[config.mk]
export PLATFORM = sky130hd
export DESIGN_NAME = lcd_nibble_writer
export DESIGN_NICKNAME = d
export VERILOG_FILES = /design/src/rtl/lcd_pkg.sv /design/src/rtl/lcd_delay_timer.sv /design/src/rtl/lcd_nibble_writer.sv
export SDC_FILE = /design/constraint.sdc
export NUM_CORES = 1
export LEC_CHECK = 0
export CAP_MARGIN = 20
export CORE_ASPECT_RATIO = 0.7
export CORE_MARGIN = 2
export CORE_UTILIZATION = 40
export DETAILED_ROUTE_END_ITERATION = 10
export GPL_TIMING_DRIVEN = 0
export PLACE_DENSITY = 0.61
export SLEW_MARGIN = 40
export SYNTH_ARGS = -nofsm -noshare
export SYNTH_HDL_FRONTEND = slang
export SYNTH_SLANG_ARGS = --single-unit
export TNS_END_PERCENT = 30
[constraint.sdc]
create_clock -name CCLK -period 1.75 [get_ports CCLK]
set_clock_uncertainty 0.05 [all_clocks]
set_input_delay 0.2625 -clock CCLK [delete_from_list [all_inputs] [get_ports CCLK]]
set_output_delay 0.2625 -clock CCLK [all_outputs]
set_load 0.02 [all_outputs]
[src/rtl/lcd_pkg.sv]
// Shared constants for the 4-bit character-LCD write path: FSM encoding,
// clear/home detection and default 50 MHz timing.
package lcd_pkg;

  typedef logic [3:0] lcd_state_t;

  localparam lcd_state_t StIdle   = 4'd0;
  localparam lcd_state_t StSetupH = 4'd1;
  localparam lcd_state_t StEH     = 4'd2;
  localparam lcd_state_t StHoldH  = 4'd3;
  localparam lcd_state_t StGap    = 4'd4;
  localparam lcd_state_t StSetupL = 4'd5;
  localparam lcd_state_t StEL     = 4'd6;
  localparam lcd_state_t StHoldL  = 4'd7;
  localparam lcd_state_t StWait   = 4'd8;

  // Commands whose bits [7:2] are all zero (clear 0x01, home 0x02/0x03) need the long wait
  localparam logic [5:0] CLEAR_HOME_MASK = 6'b000000;

  localparam int unsigned DEF_SETUP_CYC      = 2;
  localparam int unsigned DEF_E_HIGH_CYC     = 12;
  localparam int unsigned DEF_HOLD_CYC       = 2;
  localparam int unsigned DEF_NIBBLE_GAP_CYC = 50;
  localparam int unsigned DEF_BYTE_WAIT_CYC  = 2000;
  localparam int unsigned DEF_CLEAR_WAIT_CYC = 82000;

endpackage

[src/rtl/lcd_delay_timer.sv]
// Loadable down-counter; done is high whenever the count has reached zero.
module lcd_delay_timer
  import lcd_pkg::*;
#(
  parameter int unsigned CNT_W = 17
) (
  input  logic             CCLK,
  input  logic             rst,
  input  logic             load,
  input  logic [CNT_W-1:0] value,
  output logic             done
);

  logic [CNT_W-1:0] count_q;

  always_ff @(posedge CCLK) begin
    if (rst) begin
      count_q <= '0;
    end else if (load) begin
      count_q <= value;
    end else if (count_q != '0) begin
      count_q <= count_q - 1'b1;
    end
  end

  assign done = (count_q == '0);

endmodule

[src/rtl/lcd_nibble_writer.sv]
// Serialises command/data bytes (or single init nibbles) onto the 4-bit LCD bus
// with setup, E-strobe, hold and controller execution timing.
module lcd_nibble_writer
  import lcd_pkg::*;
#(
  parameter int unsigned SETUP_CYC      = DEF_SETUP_CYC,
  parameter int unsigned E_HIGH_CYC     = DEF_E_HIGH_CYC,
  parameter int unsigned HOLD_CYC       = DEF_HOLD_CYC,
  parameter int unsigned NIBBLE_GAP_CYC = DEF_NIBBLE_GAP_CYC,
  parameter int unsigned BYTE_WAIT_CYC  = DEF_BYTE_WAIT_CYC,
  parameter int unsigned CLEAR_WAIT_CYC = DEF_CLEAR_WAIT_CYC,
  parameter int unsigned CNT_W          = $clog2(CLEAR_WAIT_CYC + 1)
) (
  input  logic       CCLK,
  input  logic       rst,
  input  logic       in_valid,
  output logic       in_ready,
  input  logic [7:0] in_data,
  input  logic       in_rs,
  input  logic       in_nibble,
  output logic       busy,
  output logic       LCDE,
  output logic       LCDRS,
  output logic       LCDRW,
  output logic [3:0] LCDDAT
);

  if (SETUP_CYC == 0 || E_HIGH_CYC == 0 || HOLD_CYC == 0 || NIBBLE_GAP_CYC == 0 ||
      BYTE_WAIT_CYC == 0 || CLEAR_WAIT_CYC == 0) begin : gen_bad_timing
    $error("lcd_nibble_writer: all timing parameters must be at least 1");
  end

  lcd_state_t       state_q, state_d;
  logic [7:0]       data_q;
  logic             rs_q;
  logic             nib_q;
  logic             in_ready_q;
  logic             busy_q;
  logic             lcde_q;
  logic             lcdrs_q;
  logic [3:0]       lcddat_q;

  logic             tmr_load;
  logic [CNT_W-1:0] tmr_value;
  logic             tmr_done;
  logic [CNT_W-1:0] wait_load;
  logic             accept;

  assign accept = in_valid && in_ready_q;

  // Nibble-mode init writes never trigger the long clear/home wait
  assign wait_load = (!nib_q && !rs_q && data_q[7:2] == CLEAR_HOME_MASK) ?
                     CNT_W'(CLEAR_WAIT_CYC - 1) : CNT_W'(BYTE_WAIT_CYC - 1);

  lcd_delay_timer #(
    .CNT_W (CNT_W)
  ) u_timer (
    .CCLK  (CCLK),
    .rst   (rst),
    .load  (tmr_load),
    .value (tmr_value),
    .done  (tmr_done)
  );

  always_comb begin
    state_d   = state_q;
    tmr_load  = 1'b0;
    tmr_value = '0;
    unique case (state_q)
      StIdle: begin
        if (accept) begin
          state_d   = StSetupH;
          tmr_load  = 1'b1;
          tmr_value = CNT_W'(SETUP_CYC - 1);
        end
      end
      StSetupH: begin
        if (tmr_done) begin
          state_d   = StEH;
          tmr_load  = 1'b1;
          tmr_value = CNT_W'(E_HIGH_CYC - 1);
        end
      end
      StEH: begin
        if (tmr_done) begin
          state_d   = StHoldH;
          tmr_load  = 1'b1;
          tmr_value = CNT_W'(HOLD_CYC - 1);
        end
      end
      StHoldH: begin
        if (tmr_done) begin
          tmr_load = 1'b1;
          if (nib_q) begin
            state_d   = StWait;
            tmr_value = wait_load;
          end else begin
            state_d   = StGap;
            tmr_value = CNT_W'(NIBBLE_GAP_CYC - 1);
          end
        end
      end
      StGap: begin
        if (tmr_done) begin
          state_d   = StSetupL;
          tmr_load  = 1'b1;
          tmr_value = CNT_W'(SETUP_CYC - 1);
        end
      end
      StSetupL: begin
        if (tmr_done) begin
          state_d   = StEL;
          tmr_load  = 1'b1;
          tmr_value = CNT_W'(E_HIGH_CYC - 1);
        end
      end
      StEL: begin
        if (tmr_done) begin
          state_d   = StHoldL;
          tmr_load  = 1'b1;
          tmr_value = CNT_W'(HOLD_CYC - 1);
        end
      end
      StHoldL: begin
        if (tmr_done) begin
          state_d   = StWait;
          tmr_load  = 1'b1;
          tmr_value = wait_load;
        end
      end
      StWait: begin
        if (tmr_done) begin
          state_d = StIdle;
        end
      end
      default: state_d = StIdle;
    endcase
  end

  // Outputs are registered from the next state so they align with state_q
  always_ff @(posedge CCLK) begin
    if (rst) begin
      state_q    <= StIdle;
      data_q     <= '0;
      rs_q       <= 1'b0;
      nib_q      <= 1'b0;
      in_ready_q <= 1'b0;
      busy_q     <= 1'b0;
      lcde_q     <= 1'b0;
      lcdrs_q    <= 1'b0;
      lcddat_q   <= '0;
    end else begin
      state_q    <= state_d;
      in_ready_q <= (state_d == StIdle);
      busy_q     <= (state_d != StIdle);
      lcde_q     <= (state_d == StEH) || (state_d == StEL);
      if (accept) begin
        data_q   <= in_data;
        rs_q     <= in_rs;
        nib_q    <= in_nibble;
        lcdrs_q  <= in_rs;
        lcddat_q <= in_nibble ? in_data[3:0] : in_data[7:4];
      end else if (state_q == StGap && state_d == StSetupL) begin
        lcddat_q <= data_q[3:0];
      end
    end
  end

  assign in_ready = in_ready_q;
  assign busy     = busy_q;
  assign LCDE     = lcde_q;
  assign LCDRS    = lcdrs_q;
  assign LCDRW    = 1'b0;
  assign LCDDAT   = lcddat_q;

endmodule

== After elaboration in Yosys (flattened, before gate mapping) ==
Index checks and enable logic that the tools add are counted.
W data, S select, Z words.
Cells by class
  shift operators: 0
  bitwise logic cells: 0
  reductions and logical operators: 18
  multiply operators: 0
  add/subtract/negate cells: 1
  div/mod/pow operators: 0
  muxes and demuxes: 27
  equal/unequal tests: 11
  $lt $le $gt $ge: 0
Operators with widths (number)
  $mux W17: 6
  $pmux W17 S5: 1
  $mux W4: 14
  $pmux W4 S9: 1
  $eq A4 B3 Y1 const B: 6
  $logic_not A17 Y1: 1
  $reduce_bool A17 Y1: 1
  $sub A17 B1 Y17 const B: 1
  $eq A4 B2 Y1 const B: 3
  $logic_not A4 Y1: 2
  $reduce_or A7 Y1: 1
  $logic_not A6 Y1: 1
  $eq A4 B1 Y1 const B: 1
  $eq A4 B4 Y1 const B: 1
  $logic_and A1 B1 Y1: 4
  $mux W1: 4
  $reduce_bool A2 Y1: 2
  $reduce_bool A4 Y1: 1
  $reduce_or A3 Y1: 1
  $logic_not A1 Y1: 2
  $pmux W1 S2: 1
  $reduce_or A2 Y1: 1
  $logic_or A1 B1 Y1: 1
Storage, ports and cells
  output and inout bits: 9
  latch bits: 0
  memory bits (writable): 0
  register bits after elaboration: 38
  ROM bits: 0
  word-level logic and storage cells: 66
  memories: 0
  input port bits: 13

== Logic depth before layout (Yosys ltp) ==
Gate-level depths: netlist of the first run.
  depth in word-level cells: 8
  mapped depth: 8
  depth with buffers taken out: 7

== Cells and area by module ==
Synthesis of the first run repeated with hierarchy kept, for this count alone.
Unflattened totals
  cell total of the unflattened synthesis: 233
  area, all modules: 1914.3 sq um
Modules (own cells, without submodules)
  lcd_nibble_writer: times used 1, cells an instance 121, seq. area each 420.4 sq um, area an instance 983.4 sq um
  lcd_delay_timer: times used 1, cells an instance 112, seq. area each 340.3 sq um, area an instance 930.9 sq um

== Worst setup path before layout of the first run ==
No wires, ideal clock.
  path type: register to register
  from: register u_timer.count_q[0]
  to: register u_timer.count_q[16]
  data required time: 1.630 ns
  cell stages (with the launch flop): 9
  arrival: 1.782 ns
  slack: -0.152 ns
  path through: dfxtp_1 -> inv_1 -> ha_1 -> nor4b_1 -> and2_1 -> buf_2 -> a31oi_1 -> o21ai_0 -> a21oi_1
Between the ends
  word-level cells in the longest chain between the ends: 4
  elaborated cells on any way between the ends: 11
RTL lines
  start: declaration: RTL line lcd_delay_timer.sv:14  | logic [CNT_W-1:0] count_q;
  start signal: assignment: RTL line lcd_delay_timer.sv:20  | count_q <= value;
  start signal: assignment: RTL line lcd_delay_timer.sv:22  | count_q <= count_q - 1'b1;
  parallel branches: the longest is 4 deep, another holds $sub A17 B1 Y17
Several ways; the timed one is not identified. The select of a mux whose other input is x is not followed.
A chain may end at the register's enable or synchronous reset.

== Final worst setup path of the first run ==
  from: register u_timer.count_q[8]
  to: register u_timer.count_q[15]
The elaborated chain is that of the path after synthesis.

==> flow_metrics.tcl, run 1 <==
set metrics [dict create \
    synth_compound_area_share_pct 17.6 \
    num_io_pins 22 \
    synth_top_family_by_area "simple AND/OR/NAND/NOR gates" \
    min_to "nib_q" \
    p_switching_uw 2020 \
    rsz0062_at_grt "yes" \
    yosys.area.top_type "dfxtp_1" \
    yosys_warnings 0 \
    avgViaCountPerCell 5.57 \
    outcome "finished with violations" \
    ctsRootBufferMaster "clkbuf_8" \
    max_cap_viol_count 0 \
    cts_tree "built" \
    setup_viol 11 \
    initial_core_util_pct 40.7 \
    crit_type "flip-flop to flip-flop" \
    final_util_pct 56.0 \
    power_uw 4760 \
    synth_xor_area_share_pct 5.95 \
    dp.cells 312 \
    violations "setup timing" \
    num_vias 1845 \
    synthArstFlopShare_pct 0 \
    numCtsBuffers 5 \
    fp-row-count 21 \
    leakage_uw 0.00101 \
    power.density_nw_per_um2 1810 \
    first_pass_iters 4 \
    die_w_um 86.7 \
    slowest_stage "or4_4" \
    ant_nets 0 \
    slew_headroom_pct 58.6 \
    finalWirelength_mm 5.30 \
    hold_viol 0 \
    yosysTopAreaCellShare_pct 39.7 \
    syn_area_um2 1910 \
    p_seq_share_pct 28.6 \
    final-instance-count-excl-fill 331 \
    antenna_cells 0 \
    place_area_um2 2170 \
    ys_seq_area_share_pct 39.7 \
    synth_area_leaders "dfxtp_1 (40%), nand2_1 (8.0%), a21oi_1 (6.8%)" \
    worstSkewPairLatency_ns 0.30 \
    cp.buffers_inverters 0 \
    internal_power_uw 2740 \
    hold_start "in_nibble" \
    finalCritPeriodShare_pct 111 \
    startpoint_type "flip-flop" \
    synth.ff_latch_count 38 \
    grt_antenna_before_repair 0 \
    area_growth_pct 37.6 \
    nNetsFinal 288 \
    syn_nets 252 \
    cp_max_fo 5 \
    synth_edf_count 0 \
    drt_iter0_markers 169 \
    comb_power_share_pct 55.6 \
    synth.distinct_cells 42 \
    synth-main-ff-cell "dfxtp_1" \
    worst_hold_path_type "input pin to flip-flop" \
    tightest_slew_ns 0.612 \
    clockPowerShare_pct 15.7 \
    grt-ovfl-total 0 \
    dieArea_um2 5360 \
    hpwl_mm 3.35 \
    synth_fa_ha_area_share_pct 1.31 \
    core_area_um2 4700 \
    synth-simple-area-share_pct 26.7 \
    clk_pin_slew_ns 0.08 \
    switching_share_pct 42.5 \
    grt_pass1_vias 1684 \
    setup_ws_ns -0.195 \
    avgRoutedWirePerCell_um 16.0 \
    cp_top_family "simple AND/OR/NAND/NOR gates" \
    fin_area_um2 2630 \
    gp_congestion 0.846 \
    track_usage_pct 19.9 \
    drc 0 \
    hold_ws_ns 0.295 \
    grt_pass1_wl_mm 8.18 \
    whs_path_depth 3 \
    synthMuxAreaShare_pct 5.23 \
    chipHeight_um 61.9 \
    r2r-end "u_timer.count_q[15]" \
    r2r-start "u_timer.count_q[8]" \
    rr_worst_depth 5 \
    nFillCells 440 \
    drive_above_1_share_pct 24.5 \
    required_ns 1.93 \
    grt_max_degree 13 \
    htreeDepth 2 \
    ir_worst_vdd_mv 0.738 \
    finalMaxSlewViolations 0 \
    max_freq_ghz 0.514 \
    worstPathArrival_ns 2.13 \
    path_cells "or4_4 > nor4_2 > o21ai_1 > or4_1 > a21oi_2" \
    min_period_ns 1.95 \
    rrSetupSlack_ns -0.20 \
    postSynthCellCount 237 \
    crit_path_end_kind "flip-flop" \
    clock_sinks 38 \
    io_buffers 18 \
    max_stage_delay_ns 0.52 \
    cts_buffer_depth 2 \
    syn-mean-instance-area_um2 8.08 \
]
how the worst max path moves through the flow:
stage	from	end	slack, ns	depth (start not counted)
final	u_timer.count_q[8]	u_timer.count_q[15]	-0.20	5
after global routing	u_timer.count_q[11]	u_timer.count_q[15]	-0.24	5
after CTS	u_timer.count_q[5]	u_timer.count_q[15]	-0.16	5
after detailed placement	u_timer.count_q[0]	u_timer.count_q[15]	-0.67	8
after global placement	u_timer.count_q[0]	u_timer.count_q[15]	-0.66	8
after floorplan	u_timer.count_q[0]	u_timer.count_q[16]	-0.15	8
cells in the mapped netlist (all sizes together) (3+ instances only):
cell type  number
a211oi          3
a21oi          26
a31oi           4
and2            3
buf             3
clkbuf          9
dfxtp          38
inv             3
mux2i          10
nand2          41
nand3           4
nor2           21
nor3            9
nor4            4
o21a            5
o21ai           8
or3             4
or4             7
xnor2           6
xor2            7
placed cells by master (no fill, tap or decap), types with 5 or more instances in the layout:
cell             instances
xnor2_1                  6
o21a_1                   5
nor2_1                  20
buf_4                   11
mux2i_1                 10
clkbuf_8                 5
nand2_1                 37
xor2_1                   7
o21ai_0                  6
nor3_1                   6
a21oi_1                 21
clkbuf_1                 8
dfxtp_2                  5
dfxtp_1                 30
clkdlybuf4s50_1         18
a21oi_2                  5
metal layers:
metal  global-route usage (%)  routed length [um]
met1                     29.7                2740
met2                     28.2                2260
met3                     4.36                 207
met4                     7.37                  95
met5                        0                   0
per-stage QoR:
| stage | setup TNS, ns | setup slack [ns] |
|---|---|---|
| floorplan | -1.79 | -0.152 |
| global placement | -12.01 | -0.664 |
| detailed placement | -12.61 | -0.670 |
| CTS | -0.653 | -0.161 |
| global route | -1.70 | -0.241 |
| finish | -0.564 | -0.195 |
state kept, by name, indices dropped and copies added, names as in the netlist:
register,cells
u_timer.count_q,17
data_q,8
LCDDAT,4
state_q,4
LCDE,1
LCDRS,1
busy,1
in_ready,1
nib_q,1
power by group through the flow:
stage | Clock (uW) | Combinational [uW] | Sequential [uW]
2_1_floorplan | 0 | 1370 | 1250
3_3_place_gp | 0 | 1770 | 1260
3_5_place_dp | 0 | 1780 | 1270
4_1_cts | 760 | 2260 | 1310
5_1_grt | 795 | 2860 | 1390
6_report | 749 | 2650 | 1360
cell type report:
class | count | area (um^2) | area share, %
clock buffers | 6 | 72.6 | 2.76
clock inverters | 2 | 37.5 | 1.43
well taps | 57 | 71.3 | 2.71
flip-flops and latches | 38 | 778 | 29.5
plain buffers | 11 | 57.6 | 2.19
inverters | 3 | 13.8 | 0.523
multi-input cells | 184 | 1310 | 49.8
repair buffers | 30 | 290 | 11.0
worst reg2reg max path: stages, from the launching register on:
cell and delay [ns]:
dfxtp_4 0.37, or4_4 0.52, nor4_2 0.24, o21ai_1 0.10
or4_1 0.43, a21oi_2 0.16
kinds of logic (layout without fill, tap and decap cells):
logic type | after synthesis | count (layout)
and+or+nand+nor | 103 | 103
AOI/OAI and AO/OA | 55 | 55
DFF | 38 | 38
buffers and inverters | 15 | 52
xor gates and xnor gates | 13 | 13
muxes | 10 | 10
adders and majority gates | 2 | 2
other | 1 | 1
timing repair:
item	CTS	global route
pin swaps	8	4
endpoints found under the setup margin	28	28
resized for setup	41	21
buffers inserted	8	4
hold buffers	0	0
Note: power is estimated with default switching activity, not from simulation.
==> inputs of run 2 (changes only) <==
PLACE_DENSITY = unset   (was 0.61)
==> run 2 against run 1 <==
Compared with the run above:
- the flow still finishes with violations (setup timing)
- worst setup slack better by 0.020 ns
- clock power down 4.8%
- routed wire length is 0.53% lower
- via count is 2.0% lower
- largest power group unchanged
==> flow_metrics.tcl, run 2 (same netlist as run 1, synthesis figures left out) <==
set metrics [dict create \
    gp_congestion 0.833 \
    hold_viol 0 \
    avgViaCountPerCell 5.51 \
    violations "setup timing" \
    min_period_ns 1.93 \
    power.density_nw_per_um2 1790 \
    fin_area_um2 2630 \
    clock_sinks 38 \
    cts_tree "built" \
    leakage_uw 0.00101 \
    place_area_um2 2170 \
    max_cap_viol_count 0 \
    avgRoutedWirePerCell_um 16.1 \
    mostFrequentLayoutCells "nand2_1 (37), dfxtp_1 (26), a21oi_1 (23)" \
    grt_pass1_vias 1676 \
    ctsRootBufferMaster "clkbuf_8" \
    first_pass_iters 4 \
    largestRegisters "u_timer.count_q: 17 flops, data_q: 8 flops" \
    worstPathArrival_ns 2.11 \
    finalCritPeriodShare_pct 110 \
    rsz0062_at_grt "yes" \
    outcome "finished with violations" \
    required_ns 1.94 \
    dp_slack_ns -0.618 \
    antenna_cells 0 \
    ir_worst_vdd_mv 0.863 \
    setup_viol 9 \
    clk_pin_slew_ns 0.08 \
    finalMaxSlewViolations 0 \
    r2r-end "u_timer.count_q[15]" \
    grt_antenna_before_repair 0 \
    hpwl_mm 3.30 \
    num_vias 1808 \
    min_to "nib_q" \
    grt-ovfl-total 0 \
    drt_iter0_markers 130 \
    dieArea_um2 5360 \
    crit_path_end_kind "flip-flop" \
    final_util_pct 55.8 \
    crit_type "flip-flop to flip-flop" \
    numCtsBuffers 5 \
    hold_start "in_nibble" \
    worst_hold_path_type "input pin to flip-flop" \
    whs_path_depth 3 \
    power_uw 4700 \
    htreeDepth 2 \
    ant_nets 0 \
    r2r-start "u_timer.count_q[5]" \
    io_buffers 18 \
    cts_buffer_depth 2 \
    initial_core_util_pct 40.7 \
    drive_above_1_share_pct 26.2 \
    rr_worst_depth 5 \
    dp.cells 312 \
    drc 0 \
    core_area_um2 4700 \
    track_usage_pct 20.3 \
    chipHeight_um 61.9 \
    finalWirelength_mm 5.27 \
    cp_max_fo 4 \
    nNetsFinal 285 \
    die_w_um 86.7 \
    fp-row-count 21 \
    startpoint_type "flip-flop" \
    largest_reg_flops 17 \
    num_io_pins 22 \
    area_growth_pct 37.1 \
    worstSkewPairLatency_ns 0.30 \
    slew_headroom_pct 65.7 \
    cts.hold.buffers_added 0 \
    setup_ws_ns -0.175 \
    largest_register "u_timer.count_q" \
    rrSetupSlack_ns -0.18 \
    grt_pass1_wl_mm 8.27 \
    grt_max_degree 12 \
    final-instance-count-excl-fill 328 \
    layout_commonest_cell "nand2_1" \
    max_freq_ghz 0.519 \
    tightest_slew_ns 0.514 \
]
## run 2: changes by cell type in the layout (fill, tap and decap cells not counted), sizes merged
| cell | previous run | this run |
|---|---|---|
| clkbuf | 13 | 15 |
| buf | 16 | 13 |
| bufinv | 1 | 0 |
| clkinvlp | 1 | 0 |
## run 2: repair_timing
action	in CTS	in global routing
cloned	0	0
endpoints found under the setup margin	28	27
gates resized for setup	41	23
endpoints found under the hold margin	0	0
buffers inserted	8	3
pin swaps	10	7
## run 2: per-layer routing
layer  vias to the layer above  GRT usage [%]  wire [um]
met5                         -              0          0
li1                        900              -          -
met2                        40           28.6       2230
met4                         0           6.70         45
met3                         5           3.96        240
met1                       863           31.0       2760
## run 2: per-stage QoR
step | hold WS (ns) | setup TNS (ns)
2_1_floorplan | 0.348 | -1.79
3_3_place_gp | 0.393 | -12.56
3_5_place_dp | 0.396 | -11.95
4_1_cts | 0.303 | -0.289
5_1_grt | 0.344 | -1.93
6_report | 0.325 | -0.375
## run 2: worst max-delay path by stage
stage	start	end	slack, ns	cells after the start
after floorplan	u_timer.count_q[0]	u_timer.count_q[16]	-0.15	8
after global placement	u_timer.count_q[0]	u_timer.count_q[15]	-0.64	8
after detailed placement	u_timer.count_q[0]	u_timer.count_q[15]	-0.62	8
after CTS	u_timer.count_q[5]	u_timer.count_q[15]	-0.15	5
after global routing	u_timer.count_q[5]	u_timer.count_q[15]	-0.24	5
final	u_timer.count_q[5]	u_timer.count_q[15]	-0.18	5
## run 2: worst max-delay path, cell delays in order (launching register included)
cell and delay [ns]:
dfxtp_2 0.34, or4_4 0.58, nor4_2 0.23, o21ai_1 0.12, or4_1 0.43, a21oi_2 0.12
## run 2: layout make-up
| type | count | area, um^2 |
|---|---|---|
| Sequential cell | 38 | 781 |
| Timing Repair Buffer | 29 | 279 |
| Multi-Input combinational cell | 184 | 1330 |
| Tap cell | 57 | 71.3 |
| Fill cell | 438 | 2080 |
| Inverter | 3 | 13.8 |
| Buffer | 9 | 41.3 |
| Clock buffer | 8 | 110 |
## run 2: report_power, final
part           internal, uW  total (uW)  switching, uW
registers              1090        1370            284
logic                  1200        2610           1410
clock network           398         713            315
